`src/rtl/irq_arbiter_pkg.sv`:
```
// Shared types and register map for the interrupt arbiter.
// FSM states, cfg register addresses, CTRL bit positions and the vector helper.
package irq_arbiter_pkg;

    typedef enum logic [1:0] {
        IDLE    = 2'd0,
        REQUEST = 2'd1,
        SERVICE = 2'd2
    } irq_state_t;

    localparam logic [1:0] ADDR_MASK    = 2'd0;
    localparam logic [1:0] ADDR_PENDING = 2'd1;
    localparam logic [1:0] ADDR_CTRL    = 2'd2;
    localparam logic [1:0] ADDR_STATUS  = 2'd3;

    localparam int CTRL_EN_BIT  = 0;
    localparam int CTRL_EOI_BIT = 1;

    localparam int ID_W = 4;

    // Handler address; arithmetic is deliberately 16-bit so it wraps mod 2^16.
    function automatic logic [15:0] vector_of(input logic [15:0]     base,
                                              input logic [15:0]     stride,
                                              input logic [ID_W-1:0] id);
        return base + (16'(id) * stride);
    endfunction

endpackage

```
`src/rtl/irq_arbiter_priority_encoder.sv`:
```
// Combinational lowest-set-index finder; index 0 has the highest priority.
// Zero latency, no flow control.
module irq_priority_encoder #(
    parameter int N = 8
) (
    input  logic [N-1:0] req_i,
    output logic         any_o,
    output logic [3:0]   idx_o
);

    // Scan from the top so the lowest set index is the last one written.
    always_comb begin
        any_o = 1'b0;
        idx_o = 4'd0;
        for (int i = N - 1; i >= 0; i--) begin
            if (req_i[i]) begin
                any_o = 1'b1;
                idx_o = 4'(i);
            end
        end
    end

endmodule

```
`src/rtl/irq_arbiter.sv`:
```
// Interrupt arbiter: edge-latched pending, mask/enable, fixed-priority grant to one CPU irq line.
// Grant one cycle after an eligible pending bit; one request in flight at a time (no nesting).
module irq_arbiter
    import irq_arbiter_pkg::*;
#(
    parameter int          NUM_SRC       = 8,
    parameter logic [15:0] VECTOR_BASE   = 16'h0100,
    parameter logic [15:0] VECTOR_STRIDE = 16'h0010
) (
    input  logic               clock_i,
    input  logic               reset_i,
    input  logic [NUM_SRC-1:0] src_irq_i,
    output logic               irq_o,
    output logic [15:0]        irq_vector_o,
    input  logic               irq_ack_i,
    input  logic               irq_eoi_i,
    input  logic               cfg_we_i,
    input  logic [1:0]         cfg_addr_i,
    input  logic [15:0]        cfg_wdata_i,
    output logic [15:0]        cfg_rdata_o
);

    logic [NUM_SRC-1:0] src_q;
    logic [NUM_SRC-1:0] pending_q, pending_d;
    logic [NUM_SRC-1:0] mask_q, mask_d;
    logic               en_q, en_d;
    irq_state_t         state_q, state_d;
    logic [ID_W-1:0]    active_id_q, active_id_d;
    logic               irq_q, irq_d;
    logic [15:0]        vector_q, vector_d;

    logic [NUM_SRC-1:0] rise;
    logic [NUM_SRC-1:0] eligible;
    logic [NUM_SRC-1:0] active_onehot;
    logic [NUM_SRC-1:0] ack_clr;
    logic [NUM_SRC-1:0] sw_clr;
    logic               active_enabled;
    logic               enc_any;
    logic [ID_W-1:0]    enc_idx;
    logic               wr_mask, wr_pend, wr_ctrl, sw_eoi;

    assign rise     = src_irq_i & ~src_q;
    assign eligible = pending_q & mask_q & {NUM_SRC{en_q}};

    assign wr_mask = cfg_we_i && (cfg_addr_i == ADDR_MASK);
    assign wr_pend = cfg_we_i && (cfg_addr_i == ADDR_PENDING);
    assign wr_ctrl = cfg_we_i && (cfg_addr_i == ADDR_CTRL);
    assign sw_eoi  = wr_ctrl && cfg_wdata_i[CTRL_EOI_BIT];

    irq_priority_encoder #(
        .N (NUM_SRC)
    ) u_prio (
        .req_i (eligible),
        .any_o (enc_any),
        .idx_o (enc_idx)
    );

    always_comb begin
        for (int i = 0; i < NUM_SRC; i++) begin
            active_onehot[i] = (active_id_q == 4'(i));
        end
    end

    // The grant is withdrawn only for the granted source losing its mask or the global enable.
    assign active_enabled = en_q && |(mask_q & active_onehot);

    always_comb begin
        state_d     = state_q;
        irq_d       = irq_q;
        active_id_d = active_id_q;
        vector_d    = vector_q;
        ack_clr     = '0;
        case (state_q)
            IDLE: begin
                if (enc_any) begin
                    active_id_d = enc_idx;
                    vector_d    = vector_of(VECTOR_BASE, VECTOR_STRIDE, enc_idx);
                    irq_d       = 1'b1;
                    state_d     = REQUEST;
                end
            end
            REQUEST: begin
                if (irq_ack_i) begin
                    ack_clr = active_onehot;
                    irq_d   = 1'b0;
                    state_d = SERVICE;
                end else if (!active_enabled) begin
                    irq_d   = 1'b0;
                    state_d = IDLE;
                end
            end
            SERVICE: begin
                irq_d = 1'b0;
                if (irq_eoi_i || sw_eoi) begin
                    state_d = IDLE;
                end
            end
            default: begin
                irq_d   = 1'b0;
                state_d = IDLE;
            end
        endcase
    end

    // A fresh edge always beats a clear from ack or software in the same cycle.
    always_comb begin
        sw_clr    = wr_pend ? cfg_wdata_i[NUM_SRC-1:0] : '0;
        pending_d = (pending_q & ~(sw_clr | ack_clr)) | rise;
        mask_d    = wr_mask ? cfg_wdata_i[NUM_SRC-1:0] : mask_q;
        en_d      = wr_ctrl ? cfg_wdata_i[CTRL_EN_BIT] : en_q;
    end

    always_ff @(posedge clock_i) begin
        if (reset_i) begin
            src_q       <= '0;
            pending_q   <= '0;
            mask_q      <= '0;
            en_q        <= 1'b0;
            state_q     <= IDLE;
            active_id_q <= '0;
            irq_q       <= 1'b0;
            vector_q    <= '0;
        end else begin
            src_q       <= src_irq_i;
            pending_q   <= pending_d;
            mask_q      <= mask_d;
            en_q        <= en_d;
            state_q     <= state_d;
            active_id_q <= active_id_d;
            irq_q       <= irq_d;
            vector_q    <= vector_d;
        end
    end

    assign irq_o        = irq_q;
    assign irq_vector_o = vector_q;

    logic [15:0] mask_ext, pend_ext, ctrl_ext, status_ext;

    always_comb begin
        mask_ext                = '0;
        mask_ext[NUM_SRC-1:0]   = mask_q;
        pend_ext                = '0;
        pend_ext[NUM_SRC-1:0]   = pending_q;
        ctrl_ext                = '0;
        ctrl_ext[CTRL_EN_BIT]   = en_q;
        status_ext              = {8'h00, state_q, 2'b00, active_id_q};
    end

    always_comb begin
        case (cfg_addr_i)
            ADDR_MASK:    cfg_rdata_o = mask_ext;
            ADDR_PENDING: cfg_rdata_o = pend_ext;
            ADDR_CTRL:    cfg_rdata_o = ctrl_ext;
            default:      cfg_rdata_o = status_ext;
        endcase
    end

endmodule
```
`config.mk`:
```
export PLATFORM = sky130hd
export DESIGN_NAME = irq_arbiter
export DESIGN_NICKNAME = d
export VERILOG_FILES = /design/src/rtl/irq_arbiter_pkg.sv /design/src/rtl/irq_arbiter_priority_encoder.sv /design/src/rtl/irq_arbiter.sv
export SDC_FILE = /design/constraint.sdc
export NUM_CORES = 1
export LEC_CHECK = 0
export BUFFER_PORTS_ARGS = -buffer_cell sky130_fd_sc_hd__buf_4
export CAP_MARGIN = 10
export CORE_UTILIZATION = 35
export DETAILED_ROUTE_END_ITERATION = 16
export GPL_ROUTABILITY_DRIVEN = 0
export PLACE_DENSITY_LB_ADDON = 0.3
export REMOVE_ABC_BUFFERS = 1
export SLEW_MARGIN = 20
export SYNTH_ARGS = -nofsm -noshare
export SYNTH_HDL_FRONTEND = slang
export SYNTH_SLANG_ARGS = --single-unit
```
`constraint.sdc`:
```
create_clock -name clock_i -period 1.8 [get_ports clock_i]
set_input_delay 0.18 -clock clock_i [delete_from_list [all_inputs] [get_ports clock_i]]
set_output_delay 0.18 -clock clock_i [all_outputs]
set_load 0.005 [all_outputs]
```
==> reports/results.tsv, run 1 <==
metric	value	unit
max-cap-violations	0	
post-dp-hpwl	2935	um
fin_crit	1.581	ns
synth-main-ff-cell	dfxtp_1	
drt_iter0_drc	70	
start_util	0.3634	
die_x	72.04	um
arrival	1.40	ns
status	finished, final reports clean	
die-area	5189	um2
rsz0062_at_grt	no	
antenna_found_initial	0	
synthTopCellsByArea	dfxtp_1 37%, mux2i_1 9.9%, buf_4 9.2%, nand2_1 4.6%, nor2_1 3.9%	
ys_seq_area_frac	0.3732	
intPower	1.099	mW
avgSynthCellArea	8.803	um2
cts_tree	built	
setup-tns-final	0	ns
drc	0	
p_leak	0.9263	nW
final_hold_viol_count	0	
hold_ws	0.09134	ns
tightestPinTransition	0.5272	ns
hp-start	src_irq_i[0]	
ys_ff_latch	32	
synth_compound_area_frac	0.1771	
synthSimpleGateAreaFrac	0.1793	
synth_top_family_by_area	simple AND/OR/NAND/NOR gates	
max_freq	632.5	MHz
synth_top_area_frac	0.3732	
grt_pass1_wl	6596	um
r2r_start	pending_q[5]	
synth_warnings	0	
dr.pass1.iters	4	
p_clk_frac	0.346	
netlist_area	1717	um2
finalSetupViolCount	0	
swShare	0.2521	
power_density	714.5	nW/um2
irDropWorstVdd	0.0004079	V
vias_per_cell	4.702	
top_level_ports	64	
worstPathMaxFanout	10	
grt_use_total	0.1689	
core_area	4723	um2
htreeDepth	2	
antennaDiodeCount	0	
critical_path_class	flop to output port	
port_buffers	35	
r2r_cells	4	
cts_max_path_buffers	2	
min_path_cells	3	
fp-row-count	25	
cts.hold.buffers_added	0	
clk_latency	0.28	ns
slew_viol_final	0	
hold_class	primary input to flop	
worst_setup_path_start_kind	flop	
seq_power_share	0.529	
final_nets	263	
synth_top_cell_by_area	dfxtp_1	
cts.repair.resized	0	
muxShareOfSynthArea	0.1319	
netlist_top_cells_count	32 x dfxtp_1, 21 x buf_4, 21 x nand2_1, 18 x nor2_1, 17 x mux2i_1	
grt_pass1_vias	1295	
die_h	72.04	um
vias	1406	
area_growth	19.82	%
synthXorXnorAreaFrac	0	
cts_sinks	32	
overflow	0	
switchingPower	370.5	uW
cts_buffers	5	
async_flop_share	0	
post-cts-setup-buffer-count	0	
min_period_over_period	0.8783	
synth_edf_count	0	
finalWirelength	3986	um
required	1.62	ns
synth_cells	195	
grt_max_degree	19	
ys_types	35	
cts_root_buf	clkbuf_8	
wl_per_cell	13.33	um
crit_start	active_id_q[0]	
antenna_left	0	
drive_above_1_share	0.2284	
cp-end-kind	output port	
yosysMostFrequentCell	dfxtp_1	
clk_pin_slew_worst_paths	0.06	ns
max-slew-margin-rel	0.6482	
combPwrFrac	0.125	
clock_skew	0.003792	ns
synth_adder_area_share	0	
==> layout by cell type, fill, tap and decap left out, types with 2 or more instances in the layout <==
cell,count
nor2_1,18
nand3b_1,2
inv_1,11
clkbuf_8,5
a21oi_1,6
buf_4,40
a22o_1,3
nand3_1,8
nor2b_1,6
a41o_1,2
a221o_1,6
o211ai_1,2
mux4_2,2
mux2i_1,17
o21ai_0,13
conb_1,20
dfxtp_1,32
nand2_1,21
==> worst paths after layout <==
path,slack [ns],to
max,0.22,cfg_rdata_o[0]
min,0.09,src_q[0]
min reg2reg,0.41,pending_q[1]
max reg2reg,0.27,active_id_q[1]
==> metrics by stage <==
step / cells / util / setup slack, ns / cell area [um2] / total power [mW]
floorplan: 185 / - / 0.2782 / 1595 / 0.8732
finish: 299 / 0.4355 / 0.2190 / 2057 / 1.470
global route: 299 / 0.4355 / 0.1532 / 2057 / 1.549
detailed placement: 292 / 0.4191 / 0.2756 / 1979 / 0.9756
global placement: 292 / 0.4191 / 0.2775 / 1979 / 0.9733
CTS: 299 / 0.4355 / 0.2002 / 2057 / 1.488
==> area by class of cell <==
type | instances | area (um2)
fillers | 495 | 2666
well taps | 67 | 83.83
clock inverters | 1 | 5.005
repair buffers | 40 | 300.3
clock buffers | 6 | 72.57
flip-flops and latches | 32 | 640.6
inverters | 11 | 41.29
multi-input cells | 142 | 913.4
==> worst max-delay path: stages (launching register included) <==
cell and delay [ns]:
dfxtp_1 0.32, buf_4 0.18, mux4_2 0.47, buf_4 0.15
==> metal layers <==
layer	vias to the layer above	wire (um)	GRT usage
li1	718	-	-
met3	5	230	0.03889
met1	633	1857	0.2270
met4	0	44	0.05882
met5	-	0	0
met2	50	1854	0.2673
==> power by group through the flow <==
stage               combinational (mW)  clock (mW)  sequential, mW
detailed placement               0.184           0           0.791
floorplan                       0.0916           0           0.782
finish                           0.183       0.509           0.778
CTS                              0.185       0.526           0.776
global placement                 0.183           0           0.790
global route                     0.207       0.560           0.781
==> cells by family after synthesis <==
family          after synthesis
simple gates                 63
buf+inv                      40
compound gates               39
flops                        32
mux                          20
other cells                   1
==> sequential cells by signal, indices dropped and copies added, names as in the netlist <==
name          flops
mask_q            8
pending_q         8
irq_vector_o      2
state_q           2
en_q              1
src_q             8
irq_o             1
active_id_q       2
Note: power is estimated with default switching activity, not from simulation.
==> inputs of run 2 (changes only) <==
Settings changed: CORE_UTILIZATION 35 to 40.
==> run 2 against run 1 <==
  * First-iteration DRC count fell by 21%
  * Critical endpoint unchanged
  * Critical path depth did not move
  * Cell count fell by 6.0%
  * Clock skew barely moved
  * Die area fell by 12%
  * Highest routed layer unchanged
  * Hold slack improved by 0.0022 ns
  * Clock power rose by 16%
  * Setup slack improved by 0.0088 ns
  * Count of clock-buffer cells in the layout rose by 1
  * Combinational power barely moved
  * Sequential share of layout area rose by 0.15 points
  * Largest power group unchanged
==> reports/results.tsv, run 2 (synthesis results as in run 1) <==
metric	value	unit
status	finished, final reports clean	
min_path_cells	3	
critical_path_class	flop to output port	
port_buffers	35	
seqCellArea	640.6	um2
cts_buffers	5	
biggestRegsByFlops	mask_q: 8 flops, pending_q: 8 flops, src_q: 8 flops	
fp-row-count	23	
fin_crit	1.572	ns
area_growth	19.24	%
die_x	67.51	um
p_leak	0.9302	nW
vias_per_cell	5.004	
final_nets	262	
max_freq	636.1	MHz
start_util	0.4231	
min_period_over_period	0.8734	
dr.pass1.iters	4	
power_density	755.7	nW/um2
rsz0062_at_grt	no	
holdPathEnd	src_q[6]	
dpl.cell_count	274	
cpMostUsedCell	buf_4	
tightestPinTransition	0.5280	ns
die_h	67.51	um
final_cell_mix	39 x buf_4, 32 x dfxtp_1, 21 x nand2_1, 20 x conb_1, 18 x nor2_1	
hold_class	primary input to flop	
vias	1406	
r2r_cells	4	
cts.repair.resized	0	
clk_latency	0.28	ns
drt_iter0_drc	55	
cts_sinks	32	
worstPathMaxFanout	10	
cts_root_buf	clkbuf_8	
antenna_left	0	
cts_max_path_buffers	2	
arrival	1.39	ns
cts.hold.buffers_added	0	
antennaDiodeCount	0	
htreeDepth	2	
stdcell_count	281	
hp-start	src_irq_i[6]	
path_buf_inv	2	
finalWirelength	3767	um
finalSetupViolCount	0	
cts_tree	built	
cp-end-kind	output port	
post-dp-hpwl	2810	um
required	1.62	ns
drive_above_1_share	0.2294	
die-area	4558	um2
fillers	426	
worst_setup_path_start_kind	flop	
final_common_cell	buf_4	
r2r_end	active_id_q[1]	
rrSetupSlack	0.26	ns
overflow	0	
setup-tns-final	0	ns
final_hold_viol_count	0	
irDropWorstVdd	0.0005522	V
max_stage_delay	0.46	ns
hold_ws	0.09351	ns
r2r_start	mask_q[5]	
grt_use_total	0.1854	
max-cap-violations	0	
grt_pass1_wl	6127	um
crit_family	multiplexers	
crit_slowest_cell	mux4_2	
path_cells	buf_4 -> mux4_2 -> buf_4	
multi_input_area	913.4	um2
antenna_found_initial	0	
wl_per_cell	13.41	um
core_area	4058	um2
post-cts-setup-buffer-count	0	
grt_max_degree	19	
slew_viol_final	0	
clock_skew	0.003499	ns
clk_pin_slew_worst_paths	0.06	ns
grt_pass1_vias	1293	
top_level_ports	64	
drc	0	
final_util	0.5045	
max-slew-margin-rel	0.6476	
[run 2: power breakdown]
group          switching [mW]  leakage (nW)  internal [mW]
Clock                   0.250        0.0503          0.340
Combinational          0.0873         0.617         0.0925
Sequential             0.0333         0.263          0.743
[run 2: area by class of cell]
cell class,count,area share
clock buffers,7,0.04707
inverters,11,0.02017
multi-input cells,142,0.4462
flip-flops and latches,32,0.3130
well taps,50,0.03056
repair buffers,39,0.1430
[run 2: worst max-delay path by stage]
stage,to,cells past startpoint,slack (ns),start
floorplan,mask_q[0],3,0.28,cfg_addr_i[1]
global placement,active_id_q[1],4,0.29,pending_q[5]
detailed placement,active_id_q[1],4,0.27,mask_q[5]
CTS,cfg_rdata_o[0],3,0.22,active_id_q[0]
global route,cfg_rdata_o[0],3,0.15,active_id_q[0]
finish,cfg_rdata_o[0],3,0.23,active_id_q[0]
[run 2: through the flow]
| stage | setup WS, ns | cell area [um2] | power, mW |
|---|---|---|---|
| after floorplan | 0.2782 | 1595 | 0.8732 |
| after global placement | 0.2857 | 1951 | 0.9702 |
| after detailed placement | 0.2683 | 1951 | 0.9736 |
| after CTS | 0.2193 | 2047 | 1.564 |
| after global routing | 0.1537 | 2047 | 1.633 |
| final | 0.2278 | 2047 | 1.547 |
[run 2: worst register-to-register path: stages (launching register included)]
cell       delay, ns
dfxtp_1         0.36
a22o_4          0.29
o41ai_4         0.52
nand4bb_1       0.20
a21oi_1         0.06
[run 2: per-layer routing]
| metal | up-vias | part of all wire | track usage |
|---|---|---|---|
| met5 | - | 0 | 0 |
| met4 | 0 | 0.011 | 0.07447 |
| met3 | 6 | 0.063 | 0.05574 |
| met2 | 45 | 0.46 | 0.2822 |
| met1 | 643 | 0.46 | 0.2420 |
| li1 | 712 | - | - |
==> inputs of run 3 (changes only) <==
Settings changed: SYNTH_HIERARCHICAL set to 1.
==> run 3 against run 2 <==
  * Clock skew up 0.0030 ns
  * Synthesized cell count is 5.1% higher
  * Clock power is 5.4% lower
  * Hold slack gained 0.046 ns
  * Register-to-register slack got worse by 0.06 ns
  * Cell count is 3.6% higher
  * Sequential share of layout area shrank 0.45 points
==> reports/results.tsv, run 3 <==
metric	value	unit
fp-row-count	24	
cts_sinks	33	
wl_per_cell	13.55	um
drc	0	
top_level_ports	64	
post-cts-setup-buffer-count	0	
switchingPower	362.3	uW
multi_input_area	994.7	um2
clk_pin_slew_worst_paths	0.07	ns
synth-main-ff-cell	dfxtp_1	
antenna_found_initial	0	
worst_setup_path_start_kind	flop	
avgSynthCellArea	8.923	um2
finalWirelength	3944	um
path_cells	and3_1 -> nor4_2 -> nand2_1 -> nor3b_4 -> mux2i_1 -> nor2_1	
path_buf_inv	0	
fin_ws	0.1961	ns
final_nets	270	
tightestPinTransition	0.5165	ns
min_period_over_period	0.8910	
max_stage_delay	0.42	ns
place_ws	-0.01385	ns
max_freq	623.5	MHz
vias_per_cell	5.113	
power_density	711.3	nW/um2
post-dp-hpwl	2811	um
cts_tree	built	
setup-tns-final	0	ns
placed_area	2046	um2
vias	1488	
swShare	0.2374	
synth_cells	205	
fillers	440	
worstPathMaxFanout	11	
synth_warnings	6	
clock_skew	0.006492	ns
irDropWorstVdd	0.0003849	V
grt_pass1_wl	6561	um
async_flop_share	0	
htreeDepth	2	
final_hold_viol_count	0	
drive_above_1_share	0.2259	
max-cap-violations	0	
area_growth	17.31	%
status	finished, final reports clean	
p_leak	1.004	nW
overflow	0	
biggestRegsByFlops	mask_q: 8 flops, pending_q: 8 flops, src_q: 8 flops	
crit_slowest_cell	dfxtp_2	
grt_max_degree	35	
grt_use_total	0.1717	
hold_ws	0.1392	ns
stdcell_count	291	
crit_family	simple AND/OR/NAND/NOR gates	
max-slew-margin-rel	0.6549	
ys_seq_area_frac	0.3611	
crit_cells	6	
dr.pass1.iters	4	
ys_ff_latch	33	
required	1.97	ns
antennaDiodeCount	0	
seqCellArea	661.9	um2
clk_latency	0.28	ns
synth_top_cell_by_area	dfxtp_1	
cts_max_path_buffers	2	
drt_iter0_drc	76	
seq_power_share	0.517	
die_h	69.63	um
slew_viol_final	0	
antenna_left	0	
port_buffers	36	
yosysMostFrequentCell	dfxtp_1	
start_util	0.4172	
finalSetupViolCount	0	
die-area	4848	um2
cp-end-kind	flop	
hold_class	primary input to flop	
arrival	1.77	ns
netlist_area	1829	um2
final_common_cell	buf_4	
combPwrFrac	0.117	
netlist_top_cells_count	33 x dfxtp_1, 22 x nor2_1, 21 x buf_4, 20 x mux2i_1, 12 x inv_1	
cts_root_buf	clkbuf_8	
synthTopCellsByArea	dfxtp_1 36%, mux2i_1 11%, buf_4 8.6%, nor2_1 4.5%, a221oi_1 3.8%	
r2r_cells	6	
synth_edf_count	0	
die_x	69.63	um
critical_path_class	flop to flop	
intPower	1.164	mW
ys_types	36	
p_clk_frac	0.366	
cts_buffers	5	
core_area	4384	um2
rsz0062_at_grt	no	
fin_crit	1.604	ns
min_path_cells	3	
final_area	2146	um2
synth_top_area_frac	0.3611	
dpl.cell_count	284	
final_cell_mix	39 x buf_4, 32 x dfxtp_1, 22 x nor2_1, 20 x mux2i_1, 20 x conb_1	
grt_pass1_vias	1366	
-- run 3: power by group through the flow --
stage                     combinational, mW  sequential [mW]  clock (mW)
after detailed placement              0.179            0.805           0
after floorplan                      0.0895            0.798           0
after global placement                0.176            0.804           0
after global routing                  0.199            0.793       0.599
after CTS                             0.180            0.789       0.565
final                                 0.179            0.789       0.558
-- run 3: tightest hold or removal path, stage by stage --
cell and delay, ns:
buf_4 0.08, mux2i_1 0.05, nor2_1 0.07
-- run 3: through the flow --
stage / total power [mW] / utilization
2_1_floorplan: 0.8871 / -
3_3_place_gp: 0.9795 / 0.4666
3_5_place_dp: 0.9837 / 0.4666
4_1_cts: 1.534 / 0.4877
5_1_grt: 1.592 / 0.4894
6_report: 1.526 / 0.4894
-- run 3: worst paths after layout --
kind / start / to / slack, ns
worst max-delay path: en_q / active_id_q[1] / 0.20
worst min-delay path: cfg_wdata_i[5] / mask_q[5] / 0.14
worst max register to register: en_q / active_id_q[1] / 0.20
worst min register to register: src_q[4] / pending_q[4] / 0.45
-- run 3: layout make-up --
| class | instances | share of cell area |
|---|---|---|
| Multi-Input combinational cell | 148 | 0.4636 |
| Inverter | 12 | 0.02099 |
| Clock buffer | 7 | 0.04023 |
| Tap cell | 52 | 0.03032 |
| Sequential cell | 33 | 0.3085 |
| Timing Repair Buffer | 39 | 0.1364 |
-- run 3: what timing repair did --
item / in CTS / in global routing
pin swaps: 0 / 0
cloned: 0 / 0
hold buffers: 0 / 0
resized for setup: 1 / 2
endpoints found under the hold margin: 0 / 0
endpoints found under the setup margin: 2 / 4
-- run 3: per-layer routing --
metal  share of wire  track usage  up-vias
li1                -            -      736
met1            0.48       0.2206      693
met2            0.45       0.2729       50
met3           0.047      0.03634        9
met4           0.027      0.08444        0
met5               0            0        -
-- run 3: logic make-up after synthesis --
logic type	after synthesis	share of synthesized area
other	2	0.004105
buffers and inverters	42	0.1388
AND/OR/NAND/NOR	69	0.2100
AO/OA/AOI/OAI	34	0.1354
flip-flops	33	0.3611
multiplexers	25	0.1505
